File: config.mk
export PLATFORM = sky130hd
export DESIGN_NAME = noc_input_unit
export DESIGN_NICKNAME = d
export VERILOG_FILES = /design/src/rtl/noc_pkg.sv /design/src/rtl/noc_fifo.sv /design/src/rtl/noc_input_unit.sv
export SDC_FILE = /design/constraint.sdc
export NUM_CORES = 1
export LEC_CHECK = 0
export CAP_MARGIN = 0
export CORE_MARGIN = 4
export CORE_UTILIZATION = 45
export CTS_BUF_LIST = sky130_fd_sc_hd__clkbuf_2
export CTS_CLUSTER_SIZE = 25
export DETAILED_ROUTE_END_ITERATION = 8
export PLACE_DENSITY_LB_ADDON = 0.2
export SYNTH_ARGS = -nofsm -noshare
export SYNTH_HDL_FRONTEND = slang
export SYNTH_HIERARCHICAL = 1
export SYNTH_SLANG_ARGS = --single-unit
File: constraint.sdc
create_clock -name clk -period 9.4 [get_ports clk]
set_input_delay 0.94 -clock clk [delete_from_list [all_inputs] [get_ports clk]]
set_output_delay 0.94 -clock clk [all_outputs]
set_load 0.02 [all_outputs]
File: src/rtl/noc_pkg.sv
// Shared definitions for the mesh router input stage: route label
// encodings, flit field layout and the flit struct.
package noc_pkg;

    // Route labels presented to the switch allocator, one-hot {W,N,E,S}.
    localparam logic [3:0] LBL_W     = 4'b1000;
    localparam logic [3:0] LBL_N     = 4'b0100;
    localparam logic [3:0] LBL_E     = 4'b0010;
    localparam logic [3:0] LBL_S     = 4'b0001;
    localparam logic [3:0] LBL_LOCAL = 4'b0000;
    localparam logic [3:0] LBL_NONE  = 4'b1111;

    // Flit field boundaries (40-bit flit).
    localparam int SRC_MSB  = 39;
    localparam int DST_MSB  = 35;
    localparam int TS_MSB   = 31;
    localparam int TS_LSB   = 24;
    localparam int TYPE_MSB = 1;
    localparam int TYPE_LSB = 0;

    localparam int FLIT_W   = SRC_MSB + 1;

    // Flit layout: src | dst | timestamp | data | type.
    typedef struct packed {
        logic [SRC_MSB-DST_MSB-1:0]     src;
        logic [DST_MSB-TS_MSB-1:0]      dst;
        logic [TS_MSB-TS_LSB:0]         ts;
        logic [TS_LSB-TYPE_MSB-2:0]     data;
        logic [TYPE_MSB-TYPE_LSB:0]     ftype;
    } flit_t;

    // Hop-count timestamp increment that sticks at the maximum value.
    function automatic logic [7:0] ts_hop_inc(input logic [7:0] ts);
        return (ts == 8'hFF) ? 8'hFF : ts + 8'd1;
    endfunction

endpackage

File: src/rtl/noc_fifo.sv
// Generic synchronous first-word-fall-through FIFO.
// Occupancy is tracked in a registered counter; full/empty decode from it
// so neither flag has a combinational path from the push/pop inputs.
module noc_fifo #(
    parameter int DEPTH    = 8,
    parameter int WIDTH    = 3,
    parameter int DATASIZE = 40
) (
    input  logic                clk,
    input  logic                rst,
    input  logic                i_push,
    input  logic [DATASIZE-1:0] i_wr_data,
    input  logic                i_pop,
    output logic [DATASIZE-1:0] o_rd_data,
    output logic                o_full,
    output logic                o_empty,
    output logic [WIDTH:0]      o_count
);

    localparam logic [WIDTH:0] LP_DEPTH = (WIDTH+1)'(DEPTH);

    logic [DATASIZE-1:0] r_mem [DEPTH];
    logic [WIDTH:0]      r_wr_ptr;
    logic [WIDTH:0]      r_rd_ptr;
    logic [WIDTH:0]      r_count;
    logic                w_push;
    logic                w_pop;

    // A push into a full FIFO and a pop from an empty one are both ignored.
    assign w_push = i_push & ~o_full;
    assign w_pop  = i_pop  & ~o_empty;

    // Storage write; contents need no reset since occupancy gates visibility.
    always_ff @(posedge clk) begin
        if (w_push) begin
            r_mem[r_wr_ptr[WIDTH-1:0]] <= i_wr_data;
        end
    end

    // Pointer and occupancy bookkeeping; pointers wrap through the MSB.
    always_ff @(posedge clk or posedge rst) begin
        if (rst) begin
            r_wr_ptr <= '0;
            r_rd_ptr <= '0;
            r_count  <= '0;
        end else begin
            if (w_push) begin
                r_wr_ptr <= r_wr_ptr + 1'b1;
            end
            if (w_pop) begin
                r_rd_ptr <= r_rd_ptr + 1'b1;
            end
            case ({w_push, w_pop})
                2'b10:   r_count <= r_count + 1'b1;
                2'b01:   r_count <= r_count - 1'b1;
                default: r_count <= r_count;
            endcase
        end
    end

    assign o_full    = (r_count == LP_DEPTH);
    assign o_empty   = (r_count == '0);
    assign o_count   = r_count;
    assign o_rd_data = r_mem[r_rd_ptr[WIDTH-1:0]];

endmodule

File: src/rtl/noc_input_unit.sv
// Per-port ingress stage of the mesh router: buffers flits, computes the
// XY route label of the head flit and presents it to the switch allocator.
// Optional build macro NOC_HOP_COUNT_EN: when defined, the timestamp field
// of data_out is the stored timestamp plus one (saturating at 8'hFF).
//
// Handshakes: upstream presents data_valid_in with data_in and holds both
// stable while full=1; a flit is taken at a rising edge where
// data_valid_in=1 and full=0 (full sampled at the start of the cycle, a
// same-cycle pop does not make room). Downstream, label/data_out describe
// the head flit whenever label!=4'b1111; ready=1 at a rising edge pops it,
// and ready while empty is harmless.
module noc_input_unit
    import noc_pkg::*;
#(
    parameter int DEPTH    = 8,
    parameter int WIDTH    = 3,
    parameter int DATASIZE = 40,
    parameter int CUR_X    = 0,
    parameter int CUR_Y    = 0
) (
    input  logic                clk,
    input  logic                rst,
    input  logic [DATASIZE-1:0] data_in,
    input  logic                data_valid_in,
    output logic                full,
    input  logic                ready,
    output logic [3:0]          label,
    output logic [DATASIZE-1:0] data_out,
    output logic [WIDTH:0]      count
);

    localparam logic [1:0] LP_CUR_X = 2'(CUR_X);
    localparam logic [1:0] LP_CUR_Y = 2'(CUR_Y);

    logic [DATASIZE-1:0] w_head_raw;
    logic                w_empty;
    flit_t               w_head_flit;
    flit_t               w_out_flit;
    logic [1:0]          w_dx;
    logic [1:0]          w_dy;
    logic [3:0]          w_route;

    noc_fifo #(
        .DEPTH    (DEPTH),
        .WIDTH    (WIDTH),
        .DATASIZE (DATASIZE)
    ) u_fifo (
        .clk       (clk),
        .rst       (rst),
        .i_push    (data_valid_in),
        .i_wr_data (data_in),
        .i_pop     (ready),
        .o_rd_data (w_head_raw),
        .o_full    (full),
        .o_empty   (w_empty),
        .o_count   (count)
    );

    assign w_head_flit = flit_t'(w_head_raw);
    assign w_dx        = w_head_flit.dst[3:2];
    assign w_dy        = w_head_flit.dst[1:0];

    // Dimension-ordered routing: resolve X first, then Y, else eject.
    always_comb begin
        w_route = LBL_LOCAL;
        if (w_dx < LP_CUR_X) begin
            w_route = LBL_W;
        end else if (w_dx > LP_CUR_X) begin
            w_route = LBL_E;
        end else if (w_dy < LP_CUR_Y) begin
            w_route = LBL_N;
        end else if (w_dy > LP_CUR_Y) begin
            w_route = LBL_S;
        end
    end

    assign label = w_empty ? LBL_NONE : w_route;

    // Output flit: optional hop stamp on the timestamp, zero when empty.
    always_comb begin
        w_out_flit = w_head_flit;
`ifdef NOC_HOP_COUNT_EN
        w_out_flit.ts = ts_hop_inc(w_head_flit.ts);
`else
        w_out_flit.ts = w_head_flit.ts;
`endif
        data_out = w_empty ? '0 : DATASIZE'(w_out_flit);
    end

endmodule
==> out/metrics.csv, run 1 <==
metric,value,unit
crit_path_start_kind,flop,
status,"complete, no violations",
core,0.0289,mm2
area_delta_synth_final,15.9,%
critPathRequiredTime,8.46,ns
ratio_of_cells_with_drive_above_1_in_the_final_layout,23.5,%
finalSetupTns,0,ns
drt-total-wl,26.1,mm
initial_antenna_violation_count,2,
ioPinCount,93,
drt_first_iter_violations,315,
total_power,0.00466,W
postCtsSetupRepairBufs,0,
critical_path_peak_fanout,52,
cts_hold_buf,0,
numPortBuffers,92,
cp.arrival,4.25,ns
netlist_instances,581,
numCtsBuffers,81,
synthAdderAreaFrac,0.622,%
fin_crit_sh,55.2,%
dpl.hpwl,14.0,mm
synth.lib_cells_used.distinct,36,
finClkSkew,0.0508,ns
mostFrequentLayoutCells,"sky130_fd_sc_hd__edfxtp_1 (320), sky130_fd_sc_hd__clkbuf_2 (113), sky130_fd_sc_hd__clkdlybuf4s50_1 (92), sky130_fd_sc_hd__mux4_1 (79), sky130_fd_sc_hd__mux2_2 (42)",
period_needed,5.19,ns
fillCellCount,2301,
synthMuxAreaShare,19.4,%
drc,0,
grt_overflow,0,
number_of_hold_violations_in_the_final_report,0,
grt_pass1_vias,6902,
yosysWarnings,6,
maxClockFrequency,193,MHz
crit_path_max_incr_delay,0.81,ns
insertion_delay,0.82,ns
clk_transition_reported_paths,0.11,ns
cp_slowest_cell,sky130_fd_sc_hd__buf_4,
clock_tree.buffer_depth,3,
detail_route.first_pass.iterations,5,
die_height,180,um
basic_gate_share_of_the_synthesized_area_counting_and_or_nand_and_nor_cells,3.10,%
cts.sink_count,330,
max_slew.worst_pin.slew,1.09,ns
cts_root_buf,sky130_fd_sc_hd__clkbuf_2,
antenna_left,0,
synth_top_family_by_area,multiplexers,
p_per_area,303,mW/mm2
crit_type,flop to primary output,
gpl.final_weighted_congestion,0.714,
p_leak,5.25,nW
ctsResizeCount,0,
grt_setup_unrepaired,no,
end_kind,primary output,
worst_relative_slew_slack,27.3,%
grtUsageTotal,16.1,%
synth-compound-area-share,0.443,%
design.die.area,0.0323,mm2
yosys.area_share.xor_xnor,0.396,%
detailroute.via_count,6267,
layout_commonest_cell,sky130_fd_sc_hd__edfxtp_1,
cts_tree,yes,
cts_max_level,3,
setup-violations-final,0,
number_of_vias_per_cell_after_detailed_routing,5.29,
die_w,180,um
grt_pass1_wl,39.3,mm
min_path_type,primary input to asynchronous set/reset pin,
rows,62,
synthesis.nets,631,
wire_per_inst,22.0,um
max_cap_viol_count,0,
yosys_register_bits,330,
worst_ir_drop_vdd,0.000214,V
floorplan.initialDensity,45.9,%
synthesis.area_per_instance,22.8,um2
finalNetCount,788,
netlist_area,0.0133,mm2
grt_max_degree,83,
final_max_slew_viol_count,0,
timing.critical_path.cells,buf_4 > mux4_1 > mux2_2 > or3_1 > clkdlybuf4s50_1,
seq_area_frac_synth,74.3,%
## per-stage QoR
step                util (%)  hold WS (ns)  setup slack (ns)  area (um2)  std cells
floorplan                  -         0.485              5.10       13300        581
global placement        50.6         0.500              5.01       14600       1039
detailed placement      50.6         0.521              4.99       14600       1039
CTS                     53.1         0.348              4.08       15400       1183
global route            53.2         0.334              3.98       15400       1185
finish                  53.2         0.427              4.21       15400       1185
## sequential cells by signal, indices dropped and copies added, names as in the netlist
| name | count |
|---|---|
| u_fifo/r_mem | 320 |
| u_fifo/r_rd_ptr | 3 |
| u_fifo/o_count | 4 |
| u_fifo/r_wr_ptr | 3 |
## area by class of cell
cell class / instances / area, um2 / share of cell area (%)
well taps: 384 / 480 / 3.12
inverters: 8 / 30.0 / 0.195
clock inverters: 31 / 171 / 1.11
diodes: 2 / 5.00 / 0.0325
clock buffers: 113 / 566 / 3.68
multi-input cells: 213 / 3250 / 21.1
repair buffers: 104 / 1010 / 6.57
flip-flops and latches: 330 / 9870 / 64.2
## final timing paths
kind / startpoint / to / slack [ns] / cells after the start
max: u_fifo/r_rd_ptr[0] / label[1] / 4.21 / 5
min: rst / u_fifo/r_rd_ptr[1] / 0.43 / 2
max reg2reg: u_fifo/o_count[2] / u_fifo/o_count[3] / 6.02 / 7
min reg2reg: u_fifo/r_wr_ptr[0] / u_fifo/r_wr_ptr[0] / 0.55 / 1
max in group asynchronous: rst / u_fifo/r_rd_ptr[2] / 8.62 / 2
min in group clk: u_fifo/r_wr_ptr[0] / u_fifo/r_wr_ptr[0] / 0.55 / 1
## cell families after synthesis
| family | count (synthesis) |
|---|---|
| compound gates | 8 |
| xor+xnor | 6 |
| fa+ha+maj | 6 |
| buf+inv | 38 |
| flops | 330 |
| mux | 123 |
| simple gates | 70 |
## synth_stat cells
cell type | instances | area share, %
sky130_fd_sc_hd__nor2_1 | 7 | 0.20
sky130_fd_sc_hd__edfxtp_1 | 320 | 72
sky130_fd_sc_hd__or3_1 | 1 | 0.047
sky130_fd_sc_hd__a2111o_1 | 1 | 0.085
sky130_fd_sc_hd__o41ai_1 | 1 | 0.066
sky130_fd_sc_hd__mux4_1 | 79 | 16
sky130_fd_sc_hd__mux4_2 | 1 | 0.17
sky130_fd_sc_hd__or4b_4 | 1 | 0.10
sky130_fd_sc_hd__o311ai_0 | 1 | 0.066
sky130_fd_sc_hd__nor3_1 | 2 | 0.075
sky130_fd_sc_hd__buf_6 | 9 | 0.76
sky130_fd_sc_hd__nor4_1 | 1 | 0.047
sky130_fd_sc_hd__mux2_2 | 42 | 3.6
sky130_fd_sc_hd__nand2b_1 | 2 | 0.094
sky130_fd_sc_hd__nand3_1 | 4 | 0.15
sky130_fd_sc_hd__buf_2 | 4 | 0.15
sky130_fd_sc_hd__dfrtp_1 | 10 | 1.9
sky130_fd_sc_hd__ha_1 | 5 | 0.47
sky130_fd_sc_hd__nor3b_1 | 3 | 0.17
sky130_fd_sc_hd__nand2_1 | 7 | 0.20
sky130_fd_sc_hd__o21ai_0 | 1 | 0.038
sky130_fd_sc_hd__inv_1 | 8 | 0.23
sky130_fd_sc_hd__xor2_1 | 1 | 0.066
sky130_fd_sc_hd__fa_1 | 1 | 0.15
sky130_fd_sc_hd__nor2b_1 | 40 | 1.9
sky130_fd_sc_hd__buf_1 | 5 | 0.14
sky130_fd_sc_hd__clkbuf_2 | 1 | 0.038
sky130_fd_sc_hd__mux2i_1 | 1 | 0.075
sky130_fd_sc_hd__o211ai_1 | 1 | 0.057
sky130_fd_sc_hd__nand3b_1 | 1 | 0.057
sky130_fd_sc_hd__or4b_2 | 1 | 0.075
sky130_fd_sc_hd__buf_4 | 3 | 0.17
sky130_fd_sc_hd__xnor2_1 | 5 | 0.33
sky130_fd_sc_hd__a21oi_1 | 2 | 0.075
sky130_fd_sc_hd__clkbuf_1 | 8 | 0.23
sky130_fd_sc_hd__o31ai_1 | 1 | 0.057
## where the power goes
group	total (W)	leakage, nW	internal, W	switching, W
Sequential	0.00203	3.02	0.00185	0.000174
Combinational	0.00173	1.68	0.000896	0.000829
Clock	0.000906	0.553	0.000380	0.000526
## critical path, delay by kind of cell, from the launching register on
| kind | cells | cell delay, ns |
|---|---|---|
| and+or+nand+nor | 1 | 0.35 |
| DFF | 1 | 0.78 |
| buffers and inverters | 2 | 1.35 |
| muxes | 2 | 0.94 |
## metal layers
metal,GRT usage [%],share of wire (%),vias to the layer above
li1,-,-,2850
met1,19.9,41,3246
met2,28.0,53,142
met3,4.06,4.8,29
met4,5.09,1.3,0
met5,0,0,-
(Power assumes the default switching activity.)
==> inputs of run 2 (changes only) <==
==> constraint.sdc (replaced) <==
create_clock -name clk -period 4.2 [get_ports clk]
set_input_delay 0.42 -clock clk [delete_from_list [all_inputs] [get_ports clk]]
set_output_delay 0.42 -clock clk [all_outputs]
set_load 0.02 [all_outputs]
==> run 2 against run 1 <==
  * Design area rose by 1.4%
  * Clock power rose by 130%
  * Sequential power is 120% higher
  * Largest cell class unchanged
  * Count of clock-buffer cells in the layout shrank 1
  * Setup slack worse by 3.8 ns
  * First-iteration DRC count is 12% lower
  * Die area unchanged
  * Global-route usage shrank 0.15 points
  * Via count up 0.89%
  * Non-clock buffer count rose by 6
  * Cell count rose by 0.76%
==> out/metrics.csv, run 2 (same netlist as run 1, synthesis figures left out) <==
metric,value,unit
status,"complete, no violations",
cts.sink_count,330,
max_cap_viol_count,0,
area_delta_synth_final,17.4,%
finalNetCount,794,
rows,62,
finalHoldWorstSlack,0.289,ns
gpl.final_weighted_congestion,0.719,
number_of_vias_per_cell_after_detailed_routing,5.30,
total_power,0.0106,W
design.die.area,0.0323,mm2
detail_route.first_pass.iterations,4,
clk_transition_reported_paths,0.10,ns
detailed_place.area,0.0148,mm2
clock_tree.buffer_depth,3,
core,0.0289,mm2
cts_tree,yes,
crit_type,flop to primary output,
postLayoutCellArea,0.0156,mm2
ioPinCount,93,
worst_ir_drop_vdd,0.000325,V
maxClockFrequency,260,MHz
p_leak,5.33,nW
initial_antenna_violation_count,2,
grt_max_degree,57,
die_w,180,um
numCtsBuffers,81,
critPathRequiredTime,3.78,ns
insertion_delay,0.83,ns
path_buf_inv,2,
ratio_of_cells_with_drive_above_1_in_the_final_layout,24.0,%
drt-total-wl,26.1,mm
numPortBuffers,92,
grt_pass1_vias,6910,
max_slew.worst_pin.slew,0.864,ns
die_height,180,um
period_needed,3.84,ns
crit_path_max_incr_delay,0.66,ns
end_kind,primary output,
dpl.hpwl,14.2,mm
largest_register_ff_count,320,
drt_first_iter_violations,277,
mostFrequentLayoutCells,"sky130_fd_sc_hd__edfxtp_1 (320), sky130_fd_sc_hd__clkbuf_2 (112), sky130_fd_sc_hd__clkdlybuf4s50_1 (92), sky130_fd_sc_hd__mux4_1 (79), sky130_fd_sc_hd__mux2_2 (42)",
grt_overflow,0,
final_max_slew_viol_count,0,
number_of_hold_violations_in_the_final_report,0,
min_path_type,primary input to flop,
setup-violations-final,0,
finClkSkew,0.0519,ns
finalSetupTns,0,ns
cp_slowest_cell,sky130_fd_sc_hd__dfrtp_4,
grtUsageTotal,15.9,%
crit_path_start_kind,flop,
fin_crit_sh,91.4,%
grt_setup_unrepaired,no,
floorplan.initialDensity,45.9,%
cts_max_level,3,
cts_root_buf,sky130_fd_sc_hd__clkbuf_2,
cp.arrival,3.42,ns
layout_commonest_cell,sky130_fd_sc_hd__edfxtp_1,
worst_relative_slew_slack,42.3,%
grt_pass1_wl,39.2,mm
critical_path_peak_fanout,17,
detailroute.via_count,6323,
p_per_area,681,mW/mm2
critPathTopFamily,buffers and inverters,
wire_per_inst,21.8,um
drc,0,
antenna_left,0,
timing.critical_path.cells,buf_4 > mux4_1 > mux2_2 > nor2b_1 > clkdlybuf4s50_1,
## run 2: cell types whose count changed in the layout (fill, tap and decap cells not counted)
cell	before	now
sky130_fd_sc_hd__buf_12	0	8
sky130_fd_sc_hd__inv_2	2	0
sky130_fd_sc_hd__clkinv_2	2	4
sky130_fd_sc_hd__bufinv_16	2	3
sky130_fd_sc_hd__dlygate4sd3_1	0	1
sky130_fd_sc_hd__buf_4	12	8
sky130_fd_sc_hd__clkinv_1	25	27
sky130_fd_sc_hd__clkbuf_2	113	112
sky130_fd_sc_hd__buf_16	0	1
sky130_fd_sc_hd__clkinvlp_4	0	1
## run 2: cell type report
class	instances	area [um2]
Antenna cell	2	5.00
Clock inverter	35	219
Clock buffer	112	561
Fill cell	2285	13300
Timing Repair Buffer	110	1180
Tap cell	384	480
Sequential cell	330	9870
Inverter	8	30.0
Multi-Input combinational cell	213	3250
## run 2: repair_timing
item | in CTS | in global routing
resized for setup | 0 | 0
hold endpoints to repair | 10 | 0
buffers inserted | 0 | 1
hold buffers | 1 | 0
setup endpoints to repair | 0 | 9
## run 2: final timing paths
| kind | from | endpoint | slack, ns | depth (start not counted) |
|---|---|---|---|---|
| max in group asynchronous | rst | u_fifo/r_rd_ptr[1] | 3.41 | 3 |
| hold / removal | ready | u_fifo/r_rd_ptr[0] | 0.29 | 3 |
| hold reg to reg | u_fifo/r_wr_ptr[0] | u_fifo/r_wr_ptr[0] | 0.55 | 1 |
| setup reg to reg | u_fifo/o_count[2] | u_fifo/o_count[3] | 0.96 | 7 |
| setup / recovery | u_fifo/r_rd_ptr[0] | data_out[5] | 0.36 | 5 |
| min in group asynchronous | rst | u_fifo/r_wr_ptr[2] | 0.47 | 3 |
## run 2: worst reg2reg max path: stages, from the launching register on
cell and delay, ns:
sky130_fd_sc_hd__dfrtp_1 0.47, sky130_fd_sc_hd__o41ai_1 0.80, sky130_fd_sc_hd__inv_1 0.20, sky130_fd_sc_hd__ha_1 0.34
sky130_fd_sc_hd__ha_1 0.38, sky130_fd_sc_hd__or4b_2 0.68, sky130_fd_sc_hd__o311ai_0 0.14, sky130_fd_sc_hd__o211ai_1 0.12
## run 2: stage by stage
stage / setup WS [ns] / cells / utilization [%]
finish: 0.360 / 1194 / 53.9
global route: 0.103 / 1194 / 53.9
CTS: 0.0622 / 1191 / 53.8
detailed placement: 0.987 / 1043 / 51.0
global placement: 0.987 / 1043 / 51.0
floorplan: 0.0771 / 581 / -
## run 2: per-layer routing
layer | share of wire, % | track usage [%]
met1 | 39 | 18.3
met3 | 5.1 | 4.79
met4 | 2.7 | 6.49
met5 | 0 | 0
met2 | 53 | 27.9
## run 2: where the power goes
| part | switching [W] | internal [W] |
|---|---|---|
| logic | 0.00200 | 0.00209 |
| clock network | 0.00120 | 0.000911 |
| registers | 0.000272 | 0.00415 |
| total | 0.00347 | 0.00715 |
